$ cat config.mk
export PLATFORM = sky130hd
export DESIGN_NAME = rf_scoreboard_flat
export DESIGN_NICKNAME = d
export VERILOG_FILES = /design/src/rtl/rf_scoreboard_pkg.sv /design/src/rtl/rf_scoreboard_if.sv /design/src/rtl/rf_scoreboard_sb_counter.sv /design/src/rtl/rf_scoreboard.sv /design/src/flat_wrapper.sv
export SDC_FILE = /design/constraint.sdc
export NUM_CORES = 1
export LEC_CHECK = 0
export ABC_AREA = 1
export CORE_UTILIZATION = 33
export DETAILED_ROUTE_END_ITERATION = 10
export PLACE_DENSITY = 0.64
export SYNTH_ARGS = -nofsm -noshare
export SYNTH_HDL_FRONTEND = slang
export SYNTH_HIERARCHICAL = 1
export SYNTH_SLANG_ARGS = --single-unit
$ cat constraint.sdc
create_clock -name clk -period 5 [get_ports clk]
set_input_delay 1 -clock clk [delete_from_list [all_inputs] [get_ports clk]]
set_output_delay 1 -clock clk [all_outputs]
set_load 0.005 [all_outputs]
$ cat src/rtl/rf_scoreboard_pkg.sv
// Shared constants and types for the register-file pending-write scoreboard.
package rf_scoreboard_pkg;
    localparam int NUM_REGS     = 8;
    localparam int SEL_W        = 3;
    localparam int CNT_W        = 2;
    localparam int MAX_PEND     = 3;
    localparam int DRAIN_CYCLES = 4;
    localparam int INFL_W       = 5;
    localparam int DRAIN_W      = $clog2(DRAIN_CYCLES) + 1;

    typedef enum logic {RUN, DRAIN} sb_state_e;
    typedef logic [SEL_W-1:0] reg_sel_t;
endpackage

$ cat src/rtl/rf_scoreboard_if.sv
// Decode/writeback/flush bundle between the pipeline and the scoreboard.
interface rf_scoreboard_if;
    import rf_scoreboard_pkg::*;

    logic                 issue_valid;
    reg_sel_t             issue_rs;
    logic                 issue_rs_used;
    reg_sel_t             issue_rt;
    logic                 issue_rt_used;
    logic                 issue_wr_en;
    reg_sel_t             issue_wr_reg;
    logic                 wb_valid;
    reg_sel_t             wb_reg;
    logic                 flush;
    logic                 stall;
    logic                 issue_accept;
    logic [NUM_REGS-1:0]  pend_mask;
    logic [INFL_W-1:0]    inflight;
    logic                 err;

    modport master (
        output issue_valid, issue_rs, issue_rs_used, issue_rt, issue_rt_used,
               issue_wr_en, issue_wr_reg, wb_valid, wb_reg, flush,
        input  stall, issue_accept, pend_mask, inflight, err
    );
    modport slave (
        input  issue_valid, issue_rs, issue_rs_used, issue_rt, issue_rt_used,
               issue_wr_en, issue_wr_reg, wb_valid, wb_reg, flush,
        output stall, issue_accept, pend_mask, inflight, err
    );
endinterface

$ cat src/rtl/rf_scoreboard_sb_counter.sv
// One per-register pending-write counter: saturating up/down with synchronous clear.
module sb_counter
    import rf_scoreboard_pkg::*;
#(
    parameter int W   = CNT_W,
    parameter int MAX = MAX_PEND
) (
    input  logic         clk,
    input  logic         rst,
    input  logic         inc,
    input  logic         dec,
    input  logic         clr,
    output logic [W-1:0] cnt,
    output logic         zero,
    output logic         full
);
    assign zero = (cnt == '0);
    assign full = (cnt == W'(MAX));

    // inc and dec together cancel; ends never wrap
    always_ff @(posedge clk or posedge rst) begin
        if (rst)                          cnt <= '0;
        else if (clr)                     cnt <= '0;
        else if (inc && !dec && !full)    cnt <= cnt + 1'b1;
        else if (dec && !inc && !zero)    cnt <= cnt - 1'b1;
    end
endmodule

$ cat src/rtl/rf_scoreboard.sv
// Issue-side scoreboard: per-register pending writes, RAW/limit stall, flush drain window.
module rf_scoreboard
    import rf_scoreboard_pkg::*;
#(
    parameter int NUM_REGS_P     = NUM_REGS,
    parameter int CNT_W_P        = CNT_W,
    parameter int MAX_PEND_P     = MAX_PEND,
    parameter int DRAIN_CYCLES_P = DRAIN_CYCLES
) (
    input  logic            clk,
    input  logic            rst,
    rf_scoreboard_if.slave  sb
);
    sb_state_e                          state, state_nxt;
    logic [DRAIN_W-1:0]                 dcnt, dcnt_nxt;
    logic [NUM_REGS_P-1:0][CNT_W_P-1:0] cnt;
    logic [NUM_REGS_P-1:0]              zero, full, inc, dec;
    logic                               run, haz, err_set;

    assign run = (state == RUN);

    // hazard sees only this cycle's counts; a same-cycle writeback does not bypass
    assign haz = (sb.issue_rs_used && !zero[sb.issue_rs])
              || (sb.issue_rt_used && !zero[sb.issue_rt])
              || (sb.issue_wr_en   &&  full[sb.issue_wr_reg]);

    assign sb.stall        = sb.issue_valid && (!run || haz);
    assign sb.issue_accept = sb.issue_valid && !sb.stall;

    always_comb begin
        inc = '0;
        dec = '0;
        if (run && !sb.flush) begin
            if (sb.issue_accept && sb.issue_wr_en) inc[sb.issue_wr_reg] = 1'b1;
            if (sb.wb_valid)                        dec[sb.wb_reg]       = 1'b1;
        end
    end

    for (genvar i = 0; i < NUM_REGS_P; i++) begin : g_cnt
        sb_counter #(.W(CNT_W_P), .MAX(MAX_PEND_P)) u_cnt (
            .clk  (clk),
            .rst  (rst),
            .inc  (inc[i]),
            .dec  (dec[i]),
            .clr  (sb.flush),
            .cnt  (cnt[i]),
            .zero (zero[i]),
            .full (full[i])
        );
    end

    assign sb.pend_mask = ~zero;

    always_comb begin
        sb.inflight = '0;
        for (int i = 0; i < NUM_REGS_P; i++)
            sb.inflight = sb.inflight + INFL_W'(cnt[i]);
    end

    // underflow is benign when a same-register issue lands in the same cycle
    assign err_set = run && !sb.flush && sb.wb_valid && zero[sb.wb_reg] && !inc[sb.wb_reg];

    always_comb begin
        state_nxt = state;
        dcnt_nxt  = dcnt;
        if (sb.flush) begin
            state_nxt = DRAIN;
            dcnt_nxt  = DRAIN_W'(DRAIN_CYCLES_P - 1);
        end else if (state == DRAIN) begin
            if (dcnt == '0) state_nxt = RUN;
            else            dcnt_nxt  = dcnt - 1'b1;
        end
    end

    always_ff @(posedge clk or posedge rst) begin
        if (rst) begin
            state  <= RUN;
            dcnt   <= '0;
            sb.err <= 1'b0;
        end else begin
            state <= state_nxt;
            dcnt  <= dcnt_nxt;
            if (err_set) sb.err <= 1'b1;
        end
    end
endmodule

$ cat src/flat_wrapper.sv
// flat-port wrapper written by rule: the top's interface ports become plain ports
module rf_scoreboard_flat import rf_scoreboard_pkg::*;
#(
    parameter int NUM_REGS_P     = NUM_REGS,
    parameter int CNT_W_P        = CNT_W,
    parameter int MAX_PEND_P     = MAX_PEND,
    parameter int DRAIN_CYCLES_P = DRAIN_CYCLES
)
  (clk, rst, sb_issue_valid, sb_issue_rs, sb_issue_rs_used, sb_issue_rt, sb_issue_rt_used, sb_issue_wr_en, sb_issue_wr_reg, sb_wb_valid, sb_wb_reg, sb_flush, sb_stall, sb_issue_accept, sb_pend_mask, sb_inflight, sb_err);
  rf_scoreboard_if sb_i ();
  input  logic clk;
  input  logic rst;
  input wire logic [$bits(sb_i.issue_valid)-1:0] sb_issue_valid;
  input wire logic [$bits(sb_i.issue_rs)-1:0] sb_issue_rs;
  input wire logic [$bits(sb_i.issue_rs_used)-1:0] sb_issue_rs_used;
  input wire logic [$bits(sb_i.issue_rt)-1:0] sb_issue_rt;
  input wire logic [$bits(sb_i.issue_rt_used)-1:0] sb_issue_rt_used;
  input wire logic [$bits(sb_i.issue_wr_en)-1:0] sb_issue_wr_en;
  input wire logic [$bits(sb_i.issue_wr_reg)-1:0] sb_issue_wr_reg;
  input wire logic [$bits(sb_i.wb_valid)-1:0] sb_wb_valid;
  input wire logic [$bits(sb_i.wb_reg)-1:0] sb_wb_reg;
  input wire logic [$bits(sb_i.flush)-1:0] sb_flush;
  output wire logic [$bits(sb_i.stall)-1:0] sb_stall;
  output wire logic [$bits(sb_i.issue_accept)-1:0] sb_issue_accept;
  output wire logic [$bits(sb_i.pend_mask)-1:0] sb_pend_mask;
  output wire logic [$bits(sb_i.inflight)-1:0] sb_inflight;
  output wire logic [$bits(sb_i.err)-1:0] sb_err;
  assign sb_i.issue_valid = sb_issue_valid;
  assign sb_i.issue_rs = sb_issue_rs;
  assign sb_i.issue_rs_used = sb_issue_rs_used;
  assign sb_i.issue_rt = sb_issue_rt;
  assign sb_i.issue_rt_used = sb_issue_rt_used;
  assign sb_i.issue_wr_en = sb_issue_wr_en;
  assign sb_i.issue_wr_reg = sb_issue_wr_reg;
  assign sb_i.wb_valid = sb_wb_valid;
  assign sb_i.wb_reg = sb_wb_reg;
  assign sb_i.flush = sb_flush;
  assign sb_stall = sb_i.stall;
  assign sb_issue_accept = sb_i.issue_accept;
  assign sb_pend_mask = sb_i.pend_mask;
  assign sb_inflight = sb_i.inflight;
  assign sb_err = sb_i.err;
  rf_scoreboard #(.NUM_REGS_P(NUM_REGS_P), .CNT_W_P(CNT_W_P), .MAX_PEND_P(MAX_PEND_P), .DRAIN_CYCLES_P(DRAIN_CYCLES_P)) u_core (.clk(clk), .rst(rst), .sb(sb_i));
endmodule
# Word level (Yosys, flattened, before mapping)
# Index checks and enable logic that the tools add are counted.
[op_classes]
eq_ne = 9
addsub = 24
magnitude_cmp = 6
bitwise = 2
muxes = 48
n_reduce_logical = 103
[op_table]
columns = ["op", "count"]
rows = [
  ["$mux W2", 24],
  ["$logic_and A1 B1 Y1", 44],
  ["$logic_not A1 Y1", 37],
  ["$mux W8", 4],
  ["$add A5 B2 Y5", 6],
  ["$reduce_bool A3 Y1", 8],
  ["$add A2 B1 Y2 const B", 8],
  ["$eq A2 B2 Y1 const B", 8],
  ["$logic_not A2 Y1", 8],
  ["$lt A3 B4 Y1 const B", 4],
  ["$sub A2 B1 Y2 const B", 8],
  ["$bmux W1 S3", 5],
  ["$mux W1", 10],
  ["$mux W3", 3],
  ["$not A8 Y8", 1],
  ["$demux W1 S3", 2],
  ["$ge A3 B1 Y1 const B", 2],
  ["$add A2 B2 Y3", 1],
  ["$logic_not A3 Y1", 1],
  ["$logic_or A1 B1 Y1", 3],
  ["$sub A3 B1 Y3 const B", 1],
  ["$ne A2 B2 Y1 const B", 1],
  ["$reduce_and A2 Y1", 1],
  ["$reduce_bool A2 Y1", 1],
  ["$not A1 Y1", 1],
]
[totals]
reg_bits = 21
word_cells = 203
out_inout_bits = 16
inputBits = 20

# Logic depth before layout (Yosys ltp)
# Gate-level depths: netlist (run 1).
[depth]
word_depth = 20
mapped_depth = 18

# Cells and area by module
# The synthesis (run 1) kept the hierarchy.
[by_module_without_submodules]
columns = ["module", "area_per_inst_um2", "seq_area_each_um2", "instances", "cells_per_inst"]
rows = [
  ["sb_counter", 166.4, 50.0, 8, 25],
  ["rf_scoreboard", 1297.5, 125.1, 1, 218],
]

# Worst setup path before layout (run 1)
# Ideal clock, no wire load.
[synth_timing]
path_kind = "flip-flop to output port"
start = "reg u_core.g_cnt[0].u_cnt.cnt[1]"
end = "out sb_inflight[3]"
arrival_ns = 3.398
required_time_ns = 4.000
slack_ns = 0.602
path_stages_with_launch = 13
path_cell_list = "dfrtp_1 inv_1 fa_1 inv_1 fa_1 inv_1 fa_1 inv_1 fa_1 ha_1 inv_1 fa_1 xnor2_1"
[synth_via]
elab_chain_cells = 7
[synth_rtl]
columns = ["element", "line_no", "text"]
rows = [
  ["start, declared", "rf_scoreboard_sb_counter.sv:13", "output logic [W-1:0] cnt,"],
  ["start signal, assigned", "rf_scoreboard_sb_counter.sv:24", "else if (inc && !dec && !full) cnt <= cnt + 1'b1;"],
  ["start signal, assigned", "rf_scoreboard_sb_counter.sv:25", "else if (dec && !inc && !zero) cnt <= cnt - 1'b1;"],
  ["$add A2 B2 Y3", "rf_scoreboard.sv:57", "sb.inflight = sb.inflight + INFL_W'(cnt[i]);"],
  ["$add A5 B2 Y5 (6 in a row)", "rf_scoreboard.sv:57", ""],
  ["end, declared", "flat_wrapper.sv:26", "output wire logic [$bits(sb_i.inflight)-1:0] sb_inflight;"],
]
# Every way passes these cells.

# Final worst setup path (run 1)
[layout_timing]
start = "reg u_core.g_cnt[6].u_cnt.cnt[1]"
end = "out sb_inflight[3]"
[layout_via]
elab_chain_cells = 2
[layout_rtl]
columns = ["element", "line_no"]
rows = [
  ["start, declared", "rf_scoreboard_sb_counter.sv:13"],
  ["start signal, assigned", "rf_scoreboard_sb_counter.sv:24"],
  ["start signal, assigned", "rf_scoreboard_sb_counter.sv:25"],
  ["$add A5 B2 Y5 (2 in a row)", "rf_scoreboard.sv:57"],
]
# Every way passes these cells.

==> results of run 1 <==
[synthesized netlist by cell type]
cell type	number
nor2_2	1
clkbuf_1	1
fa_1	11
nor2_1	42
a31oi_1	1
inv_1	103
o21ai_2	8
a21oi_1	8
nor3_2	1
nand2_2	33
dfrtp_1	21
xnor2_1	1
nand3_1	51
a21oi_2	1
nand3b_1	1
o21ai_1	9
o21bai_1	1
nand4_1	14
nor2_4	1
nand3_2	9
nand3_4	1
ha_1	7
inv_2	15
nor4_1	1
nand2_1	62
nor3_1	7
o22ai_1	3
o21ai_0	4
[sequential cells by signal, indices dropped and copies added (netlist names)]
| name | flops |
|---|---|
| u_core/state | 1 |
| u_core/sb.err | 1 |
| u_core/g_cnt.u_cnt/cnt | 16 |
| u_core/dcnt | 3 |
[logic make-up after synthesis]
kind of cell,count (synthesis),share of synthesized area
XOR/XNOR,1,0.003332
AO/OA/AOI/OAI,35,0.08235
AND/OR/NAND/NOR,224,0.4274
flip-flops,21,0.1999
buffers and inverters,119,0.1699
adder cells (fa/ha/maj),18,0.1171
[final cells by class]
cell class | instances | area, sq um | area share
multi-input combinational | 278 | 1667 | 0.5177
clock buffer | 3 | 41.29 | 0.01283
clock inverter | 1 | 7.507 | 0.002332
inverter | 118 | 442.9 | 0.1376
tap | 102 | 127.6 | 0.03964
timing repair buffer | 44 | 407.9 | 0.1267
sequential | 21 | 525.5 | 0.1632
[worst reg2reg max path: stages, from the launching register on]
cell and delay (ns):
dfrtp_1 0.41, buf_4 0.14, buf_4 0.14, nor2_1 0.40, nand2_1 0.11, nand3_1 0.08, nand3b_1 0.07, nand3_1 0.12
nand3_2 0.13, nor2_4 0.13, nand3_4 0.12, nor3_1 0.56, nor2_1 0.14, nand2_2 0.12, nand2_2 0.06, nand3_1 0.06
o21ai_1 0.07
[where the power goes]
group          internal, W  switching [W]
Clock            0.0000564      0.0000656
Combinational    0.0000457      0.0000633
Sequential        0.000182     0.00000373
Total             0.000284       0.000133
[worst max path at each step]
stage / startpoint / endpoint / slack [ns] / depth (start not counted)
4_1_cts: u_core/g_cnt[0].u_cnt/cnt[1] / sb_inflight[3] / 0.03 / 13
3_3_place_gp: u_core/g_cnt[0].u_cnt/cnt[1] / sb_inflight[3] / 0.13 / 13
3_5_place_dp: u_core/g_cnt[0].u_cnt/cnt[1] / sb_inflight[3] / 0.05 / 13
5_1_grt: u_core/g_cnt[6].u_cnt/cnt[1] / sb_inflight[3] / 0.004 / 13
6_report: u_core/g_cnt[6].u_cnt/cnt[1] / sb_inflight[3] / 0.14 / 13
2_1_floorplan: u_core/g_cnt[0].u_cnt/cnt[1] / sb_inflight[3] / 0.60 / 12
[per-stage QoR]
step                      power (W)  cell area, sq um    util  hold slack (ns)
after floorplan           0.0002501              2629       -           0.4678
after global placement    0.0002964              3141  0.4064           0.4666
after detailed placement  0.0002983              3141  0.4064           0.4636
after CTS                 0.0004223              3197  0.4137           0.4845
after global routing      0.0004481              3219  0.4166           0.4900
final                     0.0004163              3219  0.4166           0.4787
[timing repair]
action                     CTS  global route
buffers inserted             1             3
cloned                       0             0
setup endpoints to repair    2             2
resized for setup            3            13
pin swaps                    1             8
[placed cells by master, fill, tap and decap left out, drive strengths merged]
master / count
a21oi: 9
a31oi: 1
buf: 9
clkbuf: 5
clkdlybuf4s50: 33
clkinvlp: 1
dfrtp: 21
fa: 11
ha: 7
inv: 118
nand2: 95
nand3: 61
nand3b: 1
nand4: 14
nor2: 44
nor3: 8
nor4: 1
o21ai: 21
o21bai: 1
o22ai: 3
xnor2: 1
[layer usage]
layer / vias up / wire length [microns] / GRT usage
li1: 1385 / - / -
met1: 1247 / 3217 / 0.2303
met2: 56 / 3519 / 0.3270
met3: 8 / 216 / 0.01843
met4: 0 / 87 / 0.04233
met5: - / 0 / 0
==> impl_metrics.json, run 1 <==
{
  "outcome": "completed",
  "whs_endpoint": "u_core/sb.err",
  "ys_types": 28,
  "start_kind": "flop",
  "grt_overflow": 0,
  "drt_iter0_drc": 175,
  "drcViolationCount": 0,
  "die_height_microns": 91.25,
  "cp.required_ns": 4.00,
  "grt_pass1_vias": 2650,
  "cts.clk_slew.worst_paths_ns": 0.09,
  "power_density_nw_per_um2": 129.3,
  "setup_violations": 0,
  "cap_violations": 0,
  "cts.htree.levels": 1,
  "fp.coreArea_sq_um": 7727,
  "wl_per_cell_microns": 12.42,
  "rows": 32,
  "hpwl_mm": 5.913,
  "synth.area.top_cells": "dfrtp_1, inv_1, nand3_1, nand2_1, fa_1",
  "critical_path_class": "flop to primary output",
  "reg2regPathDepth": 16,
  "syn_nets": 456,
  "timing.fmax_mhz": 205.8,
  "hold_path_class": "flop to flop",
  "fillCellCount": 800,
  "diodes": 0,
  "worst_slack_ns": 0.1416,
  "place.gp.congestion": 0.8783,
  "cp_common_cell": "fa_1",
  "start_util": 0.3402,
  "io_pins": 36,
  "cp_slowest_cell": "fa_1",
  "grt_pass1_wl_mm": 12.01,
  "skew_ns": 0.003870,
  "ys_seq_area_frac": 0.1999,
  "grt_max_degree": 14,
  "regToRegSetupSlack_ns": 2.02,
  "cts.sinks": 21,
  "vias_per_cell": 4.755,
  "avgSynthCellArea_sq_um": 6.289,
  "fin_setup_tns_ns": 0,
  "max_stage_delay_ns": 0.55,
  "pre_cts_ws_ns": 0.05344,
  "end_kind": "primary output",
  "report.final.hold_viol_count": 0,
  "layout-drive-gt1-share": 0.2043,
  "fin_crit_ns": 4.858,
  "reg2reg_from": "u_core/g_cnt[2].u_cnt/cnt[1]",
  "r2r-end": "u_core/g_cnt[7].u_cnt/cnt[0]",
  "min_from": "u_core/sb.err",
  "place_inst": 559,
  "postCtsHoldBufs": 0,
  "worstPathCellList": "inv_2, fa_1, inv_2, fa_1, inv_2, fa_1, inv_1, fa_1, ha_2, inv_2, fa_1, xnor2_2, clkbuf_2",
  "drtAntennaViolNets": 0,
  "maxSlewHeadroom": 0.5373,
  "root_buffer": "clkbuf_8",
  "cp_top_family": "adder cells",
  "cts_buffers": 3,
  "area_growth_pct": 22.47,
  "antenna_found_initial": 0,
  "portBuffers": 35,
  "num_vias": 2696,
  "period_share": 0.9717,
  "num-nets-final": 504,
  "stdcell_count": 567,
  "clockBufferDepth": 2,
  "ys_ff_latch": 21,
  "synth_top_area_share": 0.1999,
  "cts_tree": "done",
  "slew_violations": 0,
  "leakagePower_nw": 1.732,
  "critPathArrivalTime_ns": 3.86,
  "clkLatencyLatePin_ns": 0.27,
  "syn_area_sq_um": 2629,
  "dieArea_sq_um": 8327,
  "wirelength_mm": 7.040,
  "path_buf_inv": 6,
  "ir_drop_mv": 0.08158,
  "worstPathMaxFanout": 4,
  "ys_warn_count": 6,
  "yosysTopAreaCell": "dfrtp_1",
  "grt_setup_unrepaired": "false",
  "grtUsageTotal": 0.1809,
  "synthesis.instances": 418,
  "die_w_microns": 91.25,
  "hold_depth": 1,
  "drtPass1Iterations": 4,
  "worst_slew_pin_slew_ns": 0.6888
}
(Power assumes the default switching activity.)
==> run 2, diff against run 1 <==
- CORE_UTILIZATION: 33 -> 54
- PLACE_DENSITY: 0.64 -> 0.92
- SYNTH_HIERARCHICAL: 1 -> unset
==> run 2 against run 1 <==
  * First-iteration DRC count grew 5.1%
  * Combinational power rose to 2.9 times the previous value
  * Synthesized cell count is 20% lower
  * Die area shrank 48%
  * Hold slack better by 0.0088 ns
  * Critical path type unchanged
  * Largest cell class unchanged
  * Largest power group is now combinational logic
==> impl_metrics.json, run 2 <==
{
  "path_depth": 11,
  "cp_slowest_cell": "fa_1",
  "num_vias": 2425,
  "num-nets-final": 411,
  "cts_post_setup_buffers_inserted": 0,
  "yosysMostFrequentCell": "nand2_1",
  "start_util": 0.5823,
  "wirelength_mm": 5.742,
  "rows": 22,
  "drt_iter0_drc": 184,
  "diodes": 0,
  "place.gp.congestion": 0.9821,
  "fp.coreArea_sq_um": 3799,
  "cts.htree.levels": 1,
  "grt_overflow": 0,
  "hpwl_mm": 4.584,
  "reg2regPathDepth": 13,
  "drtPass1Iterations": 5,
  "portBuffers": 35,
  "io_pins": 36,
  "cp_top_family": "adder cells",
  "setup_violations": 0,
  "end_kind": "primary output",
  "die_w_microns": 66.01,
  "grt_setup_unrepaired": "false",
  "grt_pass1_wl_mm": 9.280,
  "yosysTopAreaCell": "dfrtp_1",
  "die_height_microns": 66.01,
  "largest_reg_flops": 16,
  "vias_per_cell": 5.774,
  "worst_slew_pin_slew_ns": 0.8870,
  "avgSynthCellArea_sq_um": 6.584,
  "cap_violations": 0,
  "wl_per_cell_microns": 13.67,
  "cp.required_ns": 4.00,
  "cts.sinks": 21,
  "cts.clk_slew.worst_paths_ns": 0.08,
  "regToRegSetupSlack_ns": 2.54,
  "outcome": "completed",
  "start_kind": "flop",
  "min_from": "u_core.sb.err",
  "cp_common_cell": "fa_1",
  "power.total_w": 0.0006466,
  "reg2reg_from": "u_core.g_cnt[0].u_cnt.cnt[0]",
  "synth_common_cells": "nand2_1, nand3_1, inv_1, nor2_1, dfrtp_1",
  "grtUsageTotal": 0.2772,
  "timing.fmax_mhz": 206.6,
  "period_share": 0.9682,
  "leakagePower_nw": 1.298,
  "largestRegisters": "u_core.g_cnt.u_cnt.cnt (16), u_core.dcnt (3)",
  "fin_setup_tns_ns": 0,
  "worstPathCellList": "ha_2, fa_1, fa_1, inv_1, fa_1, fa_1, inv_1, ha_2, fa_2, xor2_1, dlygate4sd2_1",
  "r2r-end": "u_core.g_cnt[1].u_cnt.cnt[1]",
  "ys_ff_latch": 21,
  "syn_area_sq_um": 2212,
  "mostFrequentLayoutCells": "nand2_1, nand3_1, inv_1, clkdlybuf4s50_1, nor2_1",
  "mostFrequentLayoutCell": "nand2_1",
  "synthFlopType": "dfrtp_1",
  "postCtsHoldBufs": 0,
  "grt_pass1_vias": 2176,
  "ys_warn_count": 0,
  "root_buffer": "clkbuf_8",
  "synth_edf_count": 0,
  "antenna_found_initial": 0,
  "worstSetupStartpoint": "u_core.g_cnt[1].u_cnt.cnt[0]",
  "synth.area.top_cells": "dfrtp_1, nand2_1, nand3_1, fa_1, inv_1",
  "synth_top_area_share": 0.2376,
  "syn_nets": 374,
  "report.final.hold_viol_count": 0,
  "synthesis.instances": 336,
  "ys_seq_area_frac": 0.2376,
  "area_growth_pct": 20.31,
  "clkLatencyLatePin_ns": 0.26,
  "endpoint": "sb_inflight[3]",
  "drtAntennaViolNets": 0,
  "fin_crit_ns": 4.841,
  "slew_violations": 0,
  "ys_types": 29,
  "dpl-instance-area_sq_um": 2610,
  "cts_buffers": 3,
  "critical_path_class": "flop to primary output",
  "power_density_nw_per_um2": 243.0,
  "timing.hold.ws_ns": 0.4875,
  "ir_drop_mv": 0.1799,
  "async_flop_share": 1.000,
  "skew_ns": 0.008413,
  "drcViolationCount": 0,
  "dieArea_sq_um": 4357,
  "final_cell_area_sq_um": 2661,
  "layout-drive-gt1-share": 0.05645,
  "max_stage_delay_ns": 0.54,
  "grt_max_degree": 28,
  "critPathArrivalTime_ns": 3.84,
  "clockBufferDepth": 2,
  "maxSlewHeadroom": 0.4080,
  "hold_path_class": "flop to flop",
  "regMostFlops": "u_core.g_cnt.u_cnt.cnt",
  "path_buf_inv": 3,
  "cts_tree": "done",
  "worstPathMaxFanout": 2
}
==> run 2: metal layers <==
metal,track usage,routed length (microns)
met5,0,0
met4,0.07979,79
met3,0.05690,488
met2,0.4681,2825
met1,0.3553,2349
==> run 2: worst reg2reg max path: stages (launching register included) <==
cell and delay, ns:
dfrtp_1 0.38, buf_4 0.15, nor2_1 0.31, nand2_1 0.10, nand3_1 0.11, nand3_1 0.08, nand3_1 0.17, nand4_4 0.17
nor2_8 0.26, nand4_1 0.26, nand2_1 0.13, o21ai_1 0.08, nand2_1 0.08, nand2_1 0.06
==> run 2: repair_timing <==
action / in CTS / in global routing
setup endpoints to repair: 2 / 3
pin swaps: 2 / 4
gates resized for setup: 2 / 4
==> run 2: how the worst min path moves through the flow <==
stage,slack [ns],cells after the start,end
after global routing,0.52,1,u_core.sb.err
final,0.49,1,u_core.sb.err
after floorplan,0.46,1,u_core.sb.err
after global placement,0.46,1,u_core.sb.err
after CTS,0.49,1,u_core.sb.err
after detailed placement,0.47,1,u_core.sb.err
==> run 2: per-stage QoR <==
| stage | std cells | util | setup WS, ns |
|---|---|---|---|
| after global routing | 420 | 0.7006 | 0.004531 |
| final | 420 | 0.7006 | 0.1590 |
| after floorplan | 336 | - | 0.4802 |
| after CTS | 420 | 0.6983 | 0.03246 |
| after detailed placement | 416 | 0.6871 | -0.01498 |
| after global placement | 416 | 0.6871 | 0.02884 |
==> run 2: where the power goes <==
part / switching [W] / internal, W
Sequential: 0.0000201 / 0.000193
Clock: 0.0000583 / 0.0000569
Combinational: 0.000165 / 0.000153
==> run 2: cells by family after synthesis <==
| kind of cell | share of synthesized area |
|---|---|
| simple gates | 0.4095 |
| xor+xnor | 0.007920 |
| flops | 0.2376 |
| compound gates | 0.09503 |
| fa+ha+maj | 0.1391 |
| buf+inv | 0.1109 |
==> run 2: area by class of cell <==
cell class / instances / area (sq um)
clock buffer: 4 / 45.04
fill: 322 / 1137
tap: 48 / 60.06
sequential: 21 / 525.5
timing repair buffer: 37 / 364.1
inverter: 58 / 217.7
multi-input combinational: 252 / 1449
